--- config.mk ---
export PLATFORM = sky130hd
export DESIGN_NAME = paint_scheduler_flat
export DESIGN_NICKNAME = d
export VERILOG_FILES = /design/src/rtl/paint_scheduler_pkg.sv /design/src/rtl/paint_scheduler_if.sv /design/src/rtl/paint_scheduler_cell_to_pixel.sv /design/src/rtl/paint_scheduler.sv /design/src/flat_wrapper.sv
export SDC_FILE = /design/constraint.sdc
export NUM_CORES = 1
export LEC_CHECK = 0
export BUFFER_PORTS_ARGS = -buffer_cell sky130_fd_sc_hd__buf_2
export CORE_MARGIN = 2
export CORE_UTILIZATION = 25
export CTS_BUF_LIST = sky130_fd_sc_hd__clkbuf_4
export CTS_CLUSTER_SIZE = 28
export DETAILED_ROUTE_END_ITERATION = 8
export PLACE_DENSITY = 0.45
export SYNTH_ARGS = -nofsm -noshare
export SYNTH_HDL_FRONTEND = slang
export SYNTH_SLANG_ARGS = --single-unit
--- constraint.sdc ---
create_clock -name CLOCK_50 -period 3.7 [get_ports CLOCK_50]
set_input_delay 1.11 -clock CLOCK_50 [delete_from_list [all_inputs] [get_ports CLOCK_50]]
set_output_delay 1.11 -clock CLOCK_50 [all_outputs]
set_load 0.1 [all_outputs]
--- src/rtl/paint_scheduler_pkg.sv ---
// Shared constants, cell layout and FSM encoding for the box-painter scheduler.
package paint_scheduler_pkg;

    localparam int unsigned COLS      = 10;
    localparam int unsigned ROWS      = 20;
    localparam int unsigned CELL_W    = 64;
    localparam int unsigned CELL_H    = 24;
    localparam int unsigned CX_W      = 4;
    localparam int unsigned CY_W      = 5;
    localparam int unsigned CELL_BITS = CX_W + CY_W;
    localparam int unsigned NCELLS    = 4;
    localparam int unsigned CELLS_W   = NCELLS * CELL_BITS;
    localparam int unsigned PX_W      = 10;
    localparam int unsigned PY_W      = 9;
    localparam int unsigned COLOR_W   = 9;

    localparam logic [COLOR_W-1:0] BG_COLOR = 9'h000;

    localparam logic [2:0] S_IDLE      = 3'd0;
    localparam logic [2:0] S_CLR_ISSUE = 3'd1;
    localparam logic [2:0] S_CLR_WAIT  = 3'd2;
    localparam logic [2:0] S_ER_ISSUE  = 3'd3;
    localparam logic [2:0] S_ER_WAIT   = 3'd4;
    localparam logic [2:0] S_DR_ISSUE  = 3'd5;
    localparam logic [2:0] S_DR_WAIT   = 3'd6;

    typedef struct packed {
        logic [CY_W-1:0] y;
        logic [CX_W-1:0] x;
    } cell_t;

    // Extract cell idx from the packed {y3,x3,...,y0,x0} vector.
    function automatic cell_t cell_at(input logic [CELLS_W-1:0] cells, input logic [1:0] idx);
        return cells[32'(idx)*CELL_BITS +: CELL_BITS];
    endfunction

endpackage

--- src/rtl/paint_scheduler_if.sv ---
// Requester and painter handshake bundle seen by the scheduler.
interface paint_scheduler_if;
    import paint_scheduler_pkg::*;

    logic                 req_clear;
    logic                 req_move;
    logic [CELLS_W-1:0]   new_cells;
    logic [COLOR_W-1:0]   new_color;
    logic                 paint_busy;
    logic                 paint_done;
    logic                 kick;
    logic [PX_W-1:0]      x0;
    logic [PY_W-1:0]      y0;
    logic [COLOR_W-1:0]   color;
    logic                 sched_busy;
    logic                 frame_done;

    modport master (
        input  req_clear, req_move, new_cells, new_color, paint_busy, paint_done,
        output kick, x0, y0, color, sched_busy, frame_done
    );

    modport slave (
        output req_clear, req_move, new_cells, new_color, paint_busy, paint_done,
        input  kick, x0, y0, color, sched_busy, frame_done
    );

endinterface

--- src/rtl/paint_scheduler_cell_to_pixel.sv ---
// Board cell coordinate to pixel origin, with on-board range flag.
module paint_scheduler_cell_to_pixel
    import paint_scheduler_pkg::*;
(
    input  logic [CX_W-1:0] cx_i,
    input  logic [CY_W-1:0] cy_i,
    output logic [PX_W-1:0] x0_c_o,
    output logic [PY_W-1:0] y0_c_o,
    output logic            valid_c_o
);

    assign x0_c_o    = PX_W'(cx_i) * PX_W'(CELL_W);
    assign y0_c_o    = PY_W'(cy_i) * PY_W'(CELL_H);
    assign valid_c_o = (32'(cx_i) < COLS) && (32'(cy_i) < ROWS);

endmodule

--- src/rtl/paint_scheduler.sv ---
// Sequences board clears and piece erase/draw moves onto the single-cell box painter.
module paint_scheduler
    import paint_scheduler_pkg::*;
(
    input  logic               CLOCK_50,
    input  logic               resetn,
    paint_scheduler_if.master  bus
);

    logic [2:0]          state_q, state_d;
    logic                pend_clear_q, pend_clear_d;
    logic                pend_move_q, pend_move_d;
    logic [CELLS_W-1:0]  pend_cells_q, pend_cells_d;
    logic [COLOR_W-1:0]  pend_color_q, pend_color_d;
    logic [CELLS_W-1:0]  tgt_cells_q, tgt_cells_d;
    logic [COLOR_W-1:0]  tgt_color_q, tgt_color_d;
    logic [CELLS_W-1:0]  com_cells_q, com_cells_d;
    logic                com_valid_q, com_valid_d;
    logic [1:0]          idx_q, idx_d;
    logic [CX_W-1:0]     clr_x_q, clr_x_d;
    logic [CY_W-1:0]     clr_y_q, clr_y_d;
    logic                kick_q, kick_d;
    logic [PX_W-1:0]     x0_q, x0_d;
    logic [PY_W-1:0]     y0_q, y0_d;
    logic [COLOR_W-1:0]  color_q, color_d;
    logic                frame_done_q, frame_done_d;
    logic                sched_busy_q, sched_busy_d;

    cell_t               cur_cell;
    logic                hit_tgt;
    logic                issue_ok;
    logic                er_adv, dr_adv;
    logic [PX_W-1:0]     px_x;
    logic [PY_W-1:0]     px_y;
    logic                px_valid;

    // Cell currently addressed by the active phase.
    always_comb begin
        cur_cell = '0;
        case (state_q)
            S_CLR_ISSUE, S_CLR_WAIT: cur_cell = {clr_y_q, clr_x_q};
            S_ER_ISSUE, S_ER_WAIT:   cur_cell = cell_at(com_cells_q, idx_q);
            S_DR_ISSUE, S_DR_WAIT:   cur_cell = cell_at(tgt_cells_q, idx_q);
            default:                 cur_cell = '0;
        endcase
    end

    // Old cells still covered by the new piece need no erase.
    always_comb begin
        hit_tgt = 1'b0;
        for (int unsigned i = 0; i < NCELLS; i++) begin
            if (cell_at(tgt_cells_q, 2'(i)) == cur_cell) hit_tgt = 1'b1;
        end
    end

    paint_scheduler_cell_to_pixel u_c2p (
        .cx_i      (cur_cell.x),
        .cy_i      (cur_cell.y),
        .x0_c_o    (px_x),
        .y0_c_o    (px_y),
        .valid_c_o (px_valid)
    );

    assign issue_ok = !bus.paint_busy && !kick_q;

    always_comb begin
        state_d      = state_q;
        pend_clear_d = pend_clear_q | bus.req_clear;
        pend_move_d  = pend_move_q | bus.req_move;
        pend_cells_d = bus.req_move ? bus.new_cells : pend_cells_q;
        pend_color_d = bus.req_move ? bus.new_color : pend_color_q;
        tgt_cells_d  = tgt_cells_q;
        tgt_color_d  = tgt_color_q;
        com_cells_d  = com_cells_q;
        com_valid_d  = com_valid_q;
        idx_d        = idx_q;
        clr_x_d      = clr_x_q;
        clr_y_d      = clr_y_q;
        kick_d       = 1'b0;
        x0_d         = x0_q;
        y0_d         = y0_q;
        color_d      = color_q;
        frame_done_d = 1'b0;
        er_adv       = 1'b0;
        dr_adv       = 1'b0;

        case (state_q)
            S_IDLE: begin
                if (pend_clear_q) begin
                    pend_clear_d = bus.req_clear;
                    clr_x_d      = '0;
                    clr_y_d      = '0;
                    state_d      = S_CLR_ISSUE;
                end else if (pend_move_q) begin
                    pend_move_d  = bus.req_move;
                    tgt_cells_d  = pend_cells_q;
                    tgt_color_d  = pend_color_q;
                    idx_d        = '0;
                    state_d      = S_ER_ISSUE;
                end
            end
            S_CLR_ISSUE: begin
                if (issue_ok) begin
                    x0_d    = px_x;
                    y0_d    = px_y;
                    color_d = BG_COLOR;
                    kick_d  = 1'b1;
                    state_d = S_CLR_WAIT;
                end
            end
            S_CLR_WAIT: begin
                if (bus.paint_done) begin
                    state_d = S_CLR_ISSUE;
                    if (clr_x_q == CX_W'(COLS - 1)) begin
                        clr_x_d = '0;
                        if (clr_y_q == CY_W'(ROWS - 1)) begin
                            com_valid_d  = 1'b0;
                            frame_done_d = 1'b1;
                            state_d      = S_IDLE;
                        end else begin
                            clr_y_d = clr_y_q + CY_W'(1);
                        end
                    end else begin
                        clr_x_d = clr_x_q + CX_W'(1);
                    end
                end
            end
            S_ER_ISSUE: begin
                if (!com_valid_q || !px_valid || hit_tgt) begin
                    er_adv = 1'b1;
                end else if (issue_ok) begin
                    x0_d    = px_x;
                    y0_d    = px_y;
                    color_d = BG_COLOR;
                    kick_d  = 1'b1;
                    state_d = S_ER_WAIT;
                end
            end
            S_ER_WAIT: er_adv = bus.paint_done;
            S_DR_ISSUE: begin
                if (!px_valid) begin
                    dr_adv = 1'b1;
                end else if (issue_ok) begin
                    x0_d    = px_x;
                    y0_d    = px_y;
                    color_d = tgt_color_q;
                    kick_d  = 1'b1;
                    state_d = S_DR_WAIT;
                end
            end
            S_DR_WAIT: dr_adv = bus.paint_done;
            default: state_d = S_IDLE;
        endcase

        if (er_adv) begin
            idx_d   = idx_q + 2'd1;
            state_d = (idx_q == 2'd3) ? S_DR_ISSUE : S_ER_ISSUE;
        end

        // Last draw slot commits the new piece as the visible one.
        if (dr_adv) begin
            idx_d = idx_q + 2'd1;
            if (idx_q == 2'd3) begin
                com_cells_d  = tgt_cells_q;
                com_valid_d  = 1'b1;
                frame_done_d = 1'b1;
                state_d      = S_IDLE;
            end else begin
                state_d = S_DR_ISSUE;
            end
        end

        sched_busy_d = (state_d != S_IDLE) || pend_clear_d || pend_move_d;
    end

    always_ff @(posedge CLOCK_50 or negedge resetn) begin
        if (!resetn) begin
            state_q      <= S_CLR_ISSUE;
            pend_clear_q <= 1'b0;
            pend_move_q  <= 1'b0;
            pend_cells_q <= '0;
            pend_color_q <= '0;
            tgt_cells_q  <= '0;
            tgt_color_q  <= '0;
            com_cells_q  <= '0;
            com_valid_q  <= 1'b0;
            idx_q        <= '0;
            clr_x_q      <= '0;
            clr_y_q      <= '0;
            kick_q       <= 1'b0;
            x0_q         <= '0;
            y0_q         <= '0;
            color_q      <= '0;
            frame_done_q <= 1'b0;
            sched_busy_q <= 1'b1;
        end else begin
            state_q      <= state_d;
            pend_clear_q <= pend_clear_d;
            pend_move_q  <= pend_move_d;
            pend_cells_q <= pend_cells_d;
            pend_color_q <= pend_color_d;
            tgt_cells_q  <= tgt_cells_d;
            tgt_color_q  <= tgt_color_d;
            com_cells_q  <= com_cells_d;
            com_valid_q  <= com_valid_d;
            idx_q        <= idx_d;
            clr_x_q      <= clr_x_d;
            clr_y_q      <= clr_y_d;
            kick_q       <= kick_d;
            x0_q         <= x0_d;
            y0_q         <= y0_d;
            color_q      <= color_d;
            frame_done_q <= frame_done_d;
            sched_busy_q <= sched_busy_d;
        end
    end

    assign bus.kick       = kick_q;
    assign bus.x0         = x0_q;
    assign bus.y0         = y0_q;
    assign bus.color      = color_q;
    assign bus.frame_done = frame_done_q;
    assign bus.sched_busy = sched_busy_q;

endmodule
--- src/flat_wrapper.sv ---
// flat-port wrapper written by rule: the top's interface ports become plain ports
module paint_scheduler_flat import paint_scheduler_pkg::*;
  (CLOCK_50, resetn, bus_req_clear, bus_req_move, bus_new_cells, bus_new_color, bus_paint_busy, bus_paint_done, bus_kick, bus_x0, bus_y0, bus_color, bus_sched_busy, bus_frame_done);
  paint_scheduler_if bus_i ();
  input  logic CLOCK_50;
  input  logic resetn;
  input wire logic [$bits(bus_i.req_clear)-1:0] bus_req_clear;
  input wire logic [$bits(bus_i.req_move)-1:0] bus_req_move;
  input wire logic [$bits(bus_i.new_cells)-1:0] bus_new_cells;
  input wire logic [$bits(bus_i.new_color)-1:0] bus_new_color;
  input wire logic [$bits(bus_i.paint_busy)-1:0] bus_paint_busy;
  input wire logic [$bits(bus_i.paint_done)-1:0] bus_paint_done;
  output wire logic [$bits(bus_i.kick)-1:0] bus_kick;
  output wire logic [$bits(bus_i.x0)-1:0] bus_x0;
  output wire logic [$bits(bus_i.y0)-1:0] bus_y0;
  output wire logic [$bits(bus_i.color)-1:0] bus_color;
  output wire logic [$bits(bus_i.sched_busy)-1:0] bus_sched_busy;
  output wire logic [$bits(bus_i.frame_done)-1:0] bus_frame_done;
  assign bus_i.req_clear = bus_req_clear;
  assign bus_i.req_move = bus_req_move;
  assign bus_i.new_cells = bus_new_cells;
  assign bus_i.new_color = bus_new_color;
  assign bus_i.paint_busy = bus_paint_busy;
  assign bus_i.paint_done = bus_paint_done;
  assign bus_kick = bus_i.kick;
  assign bus_x0 = bus_i.x0;
  assign bus_y0 = bus_i.y0;
  assign bus_color = bus_i.color;
  assign bus_sched_busy = bus_i.sched_busy;
  assign bus_frame_done = bus_i.frame_done;
  paint_scheduler u_core (.CLOCK_50(CLOCK_50), .resetn(resetn), .bus(bus_i));
endmodule
==> results of run 1 <==
==> registers in the layout (all words and copies together), names as in the netlist, 4 cells and up <==
| signal | flops |
|---|---|
| u_core.com_cells_q | 36 |
| u_core.pend_cells_q | 36 |
| u_core.tgt_cells_q | 36 |
| u_core.bus.color | 9 |
| u_core.pend_color_q | 9 |
| u_core.tgt_color_q | 9 |
| u_core.bus.y0 | 6 |
| u_core.clr_y_q | 5 |
| u_core.bus.x0 | 4 |
| u_core.clr_x_q | 4 |
==> per-stage QoR <==
step / instance area (um^2) / utilization (%) / setup slack (ns)
2_1_floorplan: 8569 / - / 0.003293
3_3_place_gp: 10130 / 30.21 / -0.09375
3_5_place_dp: 10130 / 30.21 / -0.1474
4_1_cts: 10470 / 31.24 / -0.07222
5_1_grt: 10670 / 31.81 / -0.2416
6_report: 10670 / 31.81 / -0.1803
==> layer usage <==
layer,global-route usage (%),vias to the layer above,part of all wire (%),wire [um]
met5,0,-,0,0
met4,5.919,0,2.6,656
met3,2.142,38,3.0,752
met2,23.30,121,47,11970
met1,19.61,3159,47,11920
li1,-,2944,-,-
==> what timing repair did <==
action | in CTS | in global routing
gates cloned | 0 | 2
hold buffers | 0 | 0
buffers inserted | 2 | 2
resized for setup | 7 | 24
pin swaps | 3 | 6
setup endpoints to repair | 20 | 59
==> report_power, final <==
group	internal (W)	switching (W)	leakage [nW]
sequential	0.00225	0.000490	2.08
combinational	0.00185	0.00238	2.59
clock	0.000365	0.000752	0.155
total	0.00447	0.00362	4.83
==> logic make-up (layout without fill, tap and decap cells) <==
group                      Yosys count  count (layout)  synth area share [%]
muxes                              191             191                 25.47
DFF                                165             165                 48.48
and+or+nand+nor                    143             143                 8.648
AOI/OAI and AO/OA                  114             114                 8.986
buffers and inverters               69             231                 3.729
xor gates and xnor gates            28              28                 2.966
adders and majority gates           11              11                 1.674
other                                1              10               0.04400
==> worst max-delay path by stage <==
| stage | endpoint | slack [ns] | cells after the start |
|---|---|---|---|
| 2_1_floorplan | u_core.bus.sched_busy | 0.003 | 15 |
| 3_3_place_gp | u_core.bus.sched_busy | -0.09 | 16 |
| 3_5_place_dp | u_core.bus.sched_busy | -0.15 | 13 |
| 4_1_cts | u_core.bus.x0[8] | -0.07 | 13 |
| 5_1_grt | u_core.bus.x0[6] | -0.24 | 13 |
| 6_report | u_core.bus.x0[9] | -0.18 | 12 |
==> layout make-up <==
| cell class | count | area [um^2] | share of cell area (%) |
|---|---|---|---|
| diodes | 1 | 2.502 | 0.02346 |
| clock buffers | 17 | 127.6 | 1.196 |
| clock inverters | 14 | 165.2 | 1.548 |
| inverters | 18 | 67.56 | 0.6334 |
| multi-input cells | 496 | 4279 | 40.11 |
| flip-flops and latches | 165 | 4134 | 38.75 |
| well taps | 448 | 560.5 | 5.255 |
| repair buffers | 182 | 1331 | 12.48 |
==> worst register-to-register path: cells and delay by family (launching register included) <==
family	cells	cell delay (ns)
DFF	1	0.68
buffers and inverters	1	0.20
AOI/OAI and AO/OA	2	0.46
muxes	2	0.89
xor gates and xnor gates	2	0.26
and+or+nand+nor	5	1.29
==> cell usage in the layout (no fill, tap or decap), types with 6 or more instances in the layout <==
master,count
dfrtp_1,161
mux2_2,140
buf_4,99
buf_2,71
mux2i_1,38
o21ai_0,33
nand2_1,28
nor2_1,25
nand3_1,20
inv_1,17
xor2_1,17
clkbuf_4,17
nor3_1,15
a21oi_1,13
a22o_1,9
ha_1,9
conb_1,9
xnor2_1,8
nand4_1,8
buf_12,8
nand2b_1,7
o22ai_1,7
mux2_4,7
mux4_2,6
nor2b_1,6
==> Yosys cell counts, types with 5 or more instances <==
library cell / instances / area share, %
a22o_1: 10 / 1.0
mux4_2: 6 / 1.6
nand4_1: 8 / 0.59
a31oi_1: 6 / 0.44
nand2b_1: 7 / 0.51
ha_1: 9 / 1.3
nor2_1: 27 / 1.2
dfrtp_1: 163 / 48
inv_1: 17 / 0.75
o211ai_1: 5 / 0.44
mux2_2: 145 / 19
buf_2: 11 / 0.65
a211oi_1: 5 / 0.44
nand2_1: 31 / 1.4
clkbuf_1: 23 / 1.0
nor2b_1: 6 / 0.44
nor3_1: 16 / 0.94
and3_1: 5 / 0.37
buf_4: 10 / 0.88
mux2i_1: 38 / 4.5
buf_1: 6 / 0.26
nand3_1: 20 / 1.2
o22ai_1: 7 / 0.51
xnor2_1: 10 / 1.0
xor2_1: 17 / 1.7
a21oi_1: 15 / 0.88
o31ai_1: 6 / 0.53
o21ai_0: 34 / 2.0
==> results.yml, run 1 <==
setup_path:
  endpoint_kind: "flip-flop"
  worst-path-buf-inv: 1
  path_cells: "xnor2_4 -> nor2_4 -> mux4_2 -> a22o_4 -> xor2_1 -> or4_4 -> or4_4 -> nand4_4 -> nor2_4 -> o21bai_4 -> clkbuf_16 -> mux2_2"
  start_kind: "flip-flop"
  cpPeakStageDelay_ns: 0.68
  crit_required_ns: 4.19
  crit_type: "flip-flop to flip-flop"
  rrSetupSlack_ns: -0.18
  worstSetupStartpoint: "u_core.state_q[0]"
  rr_endpoint: "u_core.bus.x0[9]"
  reg2reg_from: "u_core.state_q[0]"
  reg2regPathDepth: 12
  path_delay_family: "simple AND/OR/NAND/NOR gates"
  slowest_stage: "dfstp_2"
  arrival_ns: 4.37
  worstPathMaxFanout: 6
clocking:
  cts.clk_slew.worst_paths_ns: 0.18
  root_buffer: "clkbuf_4"
  clock_latency_ns: 0.60
  cts_max_level: 4
  cts_buffers: 17
  max-clock-path-buffers: 2
  cts.sinks: 165
  tritoncts: "yes"
logic_synthesis:
  yosys_warnings: 0
  netlist_area_um2: 8522
  synthCells: 722
  ys_ff_latch: 165
  seq_area_frac_synth_pct: 48.48
  synthFlopType: "dfrtp_1"
  synth_cell_types: 65
  synth_edf_count: 0
  syn_area_per_cell_um2: 11.80
  synthArstFlopShare_pct: 100.0
sta:
  fmax_ghz: 0.2577
  rsz0062_at_grt: "true"
  period_needed_ns: 3.880
  hold_viol_final: 0
  hold-worst-slack_ns: 0.4804
  finalWorstSetupSlack_ns: -0.1803
  setup_violations: 20
  slew_viol_final: 0
  final.setup.tns_ns: -2.161
  period_share_pct: 104.9
  worst_slew_pin_slew_ns: 0.8824
  slew_headroom_pct: 41.17
  finClkSkew_ns: 0.03719
floorplanning:
  die_x_um: 188.6
  die_area_um2: 35580
  die_y_um: 188.6
  rows: 67
  coreArea_um2: 33530
  floorplan.initialDensity_pct: 25.41
  ioPinCount: 82
layout:
  nets: 941
  fin_cells: 1341
  area_growth_pct: 25.18
  nFillCells: 3482
  layout-drive-gt1-share_pct: 44.39
drt:
  drtPass1Iterations: 5
  wl_per_cell_um: 18.87
  detail-route-antenna-nets: 0
  dr_total_vias: 6262
  dr.first_iter.drc_count: 338
  drcViolationCount: 0
  viasPerCell: 4.670
  routed_wl_mm: 25.30
grt:
  antenna_found_initial: 1
  grt_pass1_vias: 6550
  grt_pass1_wl_mm: 39.30
  globalRouteOverflowTotal: 0
  grt_max_degree: 64
  grt.total_usage_pct: 14.52
status:
  outcome: "complete, but fails checks"
  violations: "setup timing"
pwr:
  p_leak_nw: 4.831
  vdd_ir_drop_max_mv: 0.2429
  power_w: 0.008093
  power_density_nw_per_um2: 758.6
run:
  drv_cap: 0
place:
  place_congestion: 0.9029
  dp_hpwl_mm: 19.07
  dp.cells: 1303
  port_buffers: 72
worst_hold_path:
  hp-class: "input pin to asynchronous set/reset pin"
No activity file was read; power rests on OpenSTA's default activity.
==> inputs of run 2 (changes only) <==
ABC_AREA = 1   (was not set)
==> results.yml, run 2 <==
pwr:
  power.share.clock_pct: 18.5
  power_density_nw_per_um2: 707.1
  pwr-share-comb_pct: 45.3
  seq_power_share_pct: 36.2
  internal_power_w: 0.003661
  power_w: 0.006809
  swShare_pct: 46.24
  power_switching_w: 0.003148
  vdd_ir_drop_max_mv: 0.2313
  p_leak_nw: 4.649
setup_path:
  reg2regPathDepth: 16
  arrival_ns: 3.87
  rr_endpoint: "u_core.bus.y0[8]"
  rrSetupSlack_ns: 0.31
  crit_type: "flip-flop to flip-flop"
  crit_required_ns: 4.18
  path_delay_family: "simple AND/OR/NAND/NOR gates"
  endpoint_kind: "flip-flop"
  reg2reg_from: "u_core.state_q[0]"
  worstPathMaxFanout: 17
  worst-path-buf-inv: 3
  path_cells: "nand3_2 -> buf_4 -> nand3b_1 -> nand3_1 -> nand3_1 -> nand3_2 -> nand2_2 -> ha_1 -> inv_1 -> fa_1 -> inv_1 -> nand2_1 -> a21oi_1 -> nor2_1 -> xor2_1 -> o21ai_1"
  slowest_stage: "dfstp_2"
  start_kind: "flip-flop"
  worstSetupStartpoint: "u_core.state_q[0]"
  cp_num_cells: 16
  cpPeakStageDelay_ns: 0.67
  endpoint: "u_core.bus.y0[8]"
place:
  place_congestion: 0.9064
  port_buffers: 72
  dp_hpwl_mm: 17.58
  dp.cells: 1549
  dp_slack_ns: 0.3211
floorplanning:
  floorplan.initialDensity_pct: 25.22
  rows: 67
  die_x_um: 187.4
  coreArea_um2: 33360
  die_y_um: 187.4
  ioPinCount: 82
  die_area_um2: 35140
layout:
  fin_cells: 1586
  nets: 1185
  layout-drive-gt1-share_pct: 14.96
  area_growth_pct: 14.46
  final_common_cell: "nand2_1"
  mostFrequentLayoutCells: "nand2_1, dfrtp_1, inv_1"
  reg_top3: "u_core.com_cells_q: 36 flops, u_core.pend_cells_q: 36 flops, u_core.tgt_cells_q: 36 flops"
  seqCellArea_um2: 4131
  multiInputGateArea_um2: 3515
  nFillCells: 3710
logic_synthesis:
  synthArstFlopShare_pct: 100.0
  synth_top_cell_area_share_pct: 48.48
  yosys_warnings: 0
  synth_cell_types: 40
  synthFlopType: "dfrtp_1"
  synthCells: 1058
  syn_area_per_cell_um2: 7.952
  ys_ff_latch: 165
  netlist_area_um2: 8413
  synth_area_leader_cell: "dfrtp_1"
  synthTopCellsByCount: "nand2_1, dfrtp_1, inv_1"
  seq_area_frac_synth_pct: 49.11
  synth_edf_count: 0
  yosysMostFrequentCell: "nand2_1"
  ys_top_cells_by_area: "dfrtp_1, nand2_1, nand3_1"
drt:
  wl_per_cell_um: 15.06
  detail-route-antenna-nets: 0
  dr.first_iter.drc_count: 514
  routed_wl_mm: 23.89
  drcViolationCount: 0
  viasPerCell: 4.364
  drtPass1Iterations: 7
  dr_total_vias: 6922
clocking:
  max-clock-path-buffers: 2
  cts_buffers: 17
  root_buffer: "clkbuf_4"
  cts.sinks: 165
  cts.clk_slew.worst_paths_ns: 0.16
  tritoncts: "yes"
  clock_latency_ns: 0.58
  cts_max_level: 4
  holdBufCountCts: 0
sta:
  hold_viol_final: 0
  fmax_ghz: 0.2950
  slew_viol_final: 0
  period_share_pct: 91.63
  finClkSkew_ns: 0.03269
  setup_violations: 0
  worst_slew_pin_slew_ns: 0.8565
  slew_headroom_pct: 42.70
  period_needed_ns: 3.390
  final.setup.tns_ns: 0
  rsz0062_at_grt: "false"
  finalWorstSetupSlack_ns: 0.3099
grt:
  grt_max_degree: 93
  antenna_found_initial: 1
  globalRouteOverflowTotal: 0
  grt_pass1_vias: 6770
  grt_pass1_wl_mm: 38.82
  grt.total_usage_pct: 14.17
status:
  outcome: "finished, final reports clean"
run:
  drv_cap: 0
worst_hold_path:
  hp-class: "input pin to asynchronous set/reset pin"
run 2: cell count changes in the layout (fill, tap and decap cells not counted), moves of 9 or more:
cell,previous run,this run
a22o_1,9,0
buf_4,99,19
inv_1,17,111
inv_2,0,10
mux2_2,140,0
mux2i_1,38,0
nand2_1,28,308
nand3_1,20,102
nand3_2,0,11
nand3b_1,4,33
nor2_1,25,36
o21ai_0,33,96
o21ai_1,1,52
xor2_1,17,8
run 2: cell type report:
class,instances,share of cell area [%]
Antenna cell,2,0.05198
Clock buffer,17,1.325
Clock inverter,14,2.157
Inverter,123,4.795
Multi-Input combinational cell,720,36.50
Sequential cell,165,42.91
Tap cell,448,5.821
Timing Repair Buffer,97,6.445
run 2: stage by stage:
stage / utilization, % / area, um^2 / hold WS [ns]
after global placement: 27.66 / 9229 / 0.4646
after detailed placement: 27.66 / 9229 / 0.4693
after CTS: 28.67 / 9564 / 0.3157
after floorplan: - / 8443 / 0.4501
after global routing: 28.86 / 9629 / 0.3310
final: 28.86 / 9629 / 0.3706
run 2: worst min path at each step:
stage	endpoint	slack, ns
2_1_floorplan	u_core.com_cells_q[0]	0.45
3_3_place_gp	u_core.com_cells_q[21]	0.46
3_5_place_dp	u_core.com_cells_q[3]	0.47
4_1_cts	u_core.com_cells_q[8]	0.32
5_1_grt	u_core.com_cells_q[13]	0.33
6_report	u_core.com_cells_q[8]	0.37
run 2: timing repair:
item | 4_1_cts | 5_1_grt
setup buffers | 0 | 4
resized for setup | 0 | 3
setup endpoints to repair | 0 | 10
run 2: kinds of logic (layout without fill, tap and decap cells):
group | count (synthesis) | count (layout) | synth area share [%]
simple gates | 523 | 523 | 28.12
flops | 165 | 165 | 49.11
fa+ha+maj | 10 | 10 | 1.576
xor+xnor | 8 | 8 | 0.8329
other cells | 1 | 11 | 0.04457
buf+inv | 181 | 251 | 9.667
compound gates | 170 | 170 | 10.65
run 2: metal layers:
| layer | GRT usage (%) | wire length, um | part of all wire, % |
|---|---|---|---|
| met1 | 19.90 | 11660 | 49 |
| met2 | 21.70 | 10630 | 44 |
| met3 | 3.246 | 1191 | 5.0 |
| met4 | 4.300 | 407 | 1.7 |
| met5 | 0 | 0 | 0 |
run 2: worst register-to-register path, delay by kind of cell, from the launching register on:
family	cells	cell delay [ns]
AND/OR/NAND/NOR	8	1.14
adder cells (fa/ha/maj)	2	0.60
XOR/XNOR	1	0.20
flip-flops	1	0.67
AO/OA/AOI/OAI	2	0.25
buffers and inverters	3	0.42
run 2: power by group through the flow:
stage	Sequential (W)	Clock (W)	Combinational, W
final	0.00246	0.00126	0.00309
after CTS	0.00246	0.00132	0.00304
after detailed placement	0.00250	0	0.00303
after global routing	0.00251	0.00139	0.00346
after floorplan	0.00270	0	0.00190
after global placement	0.00250	0	0.00303
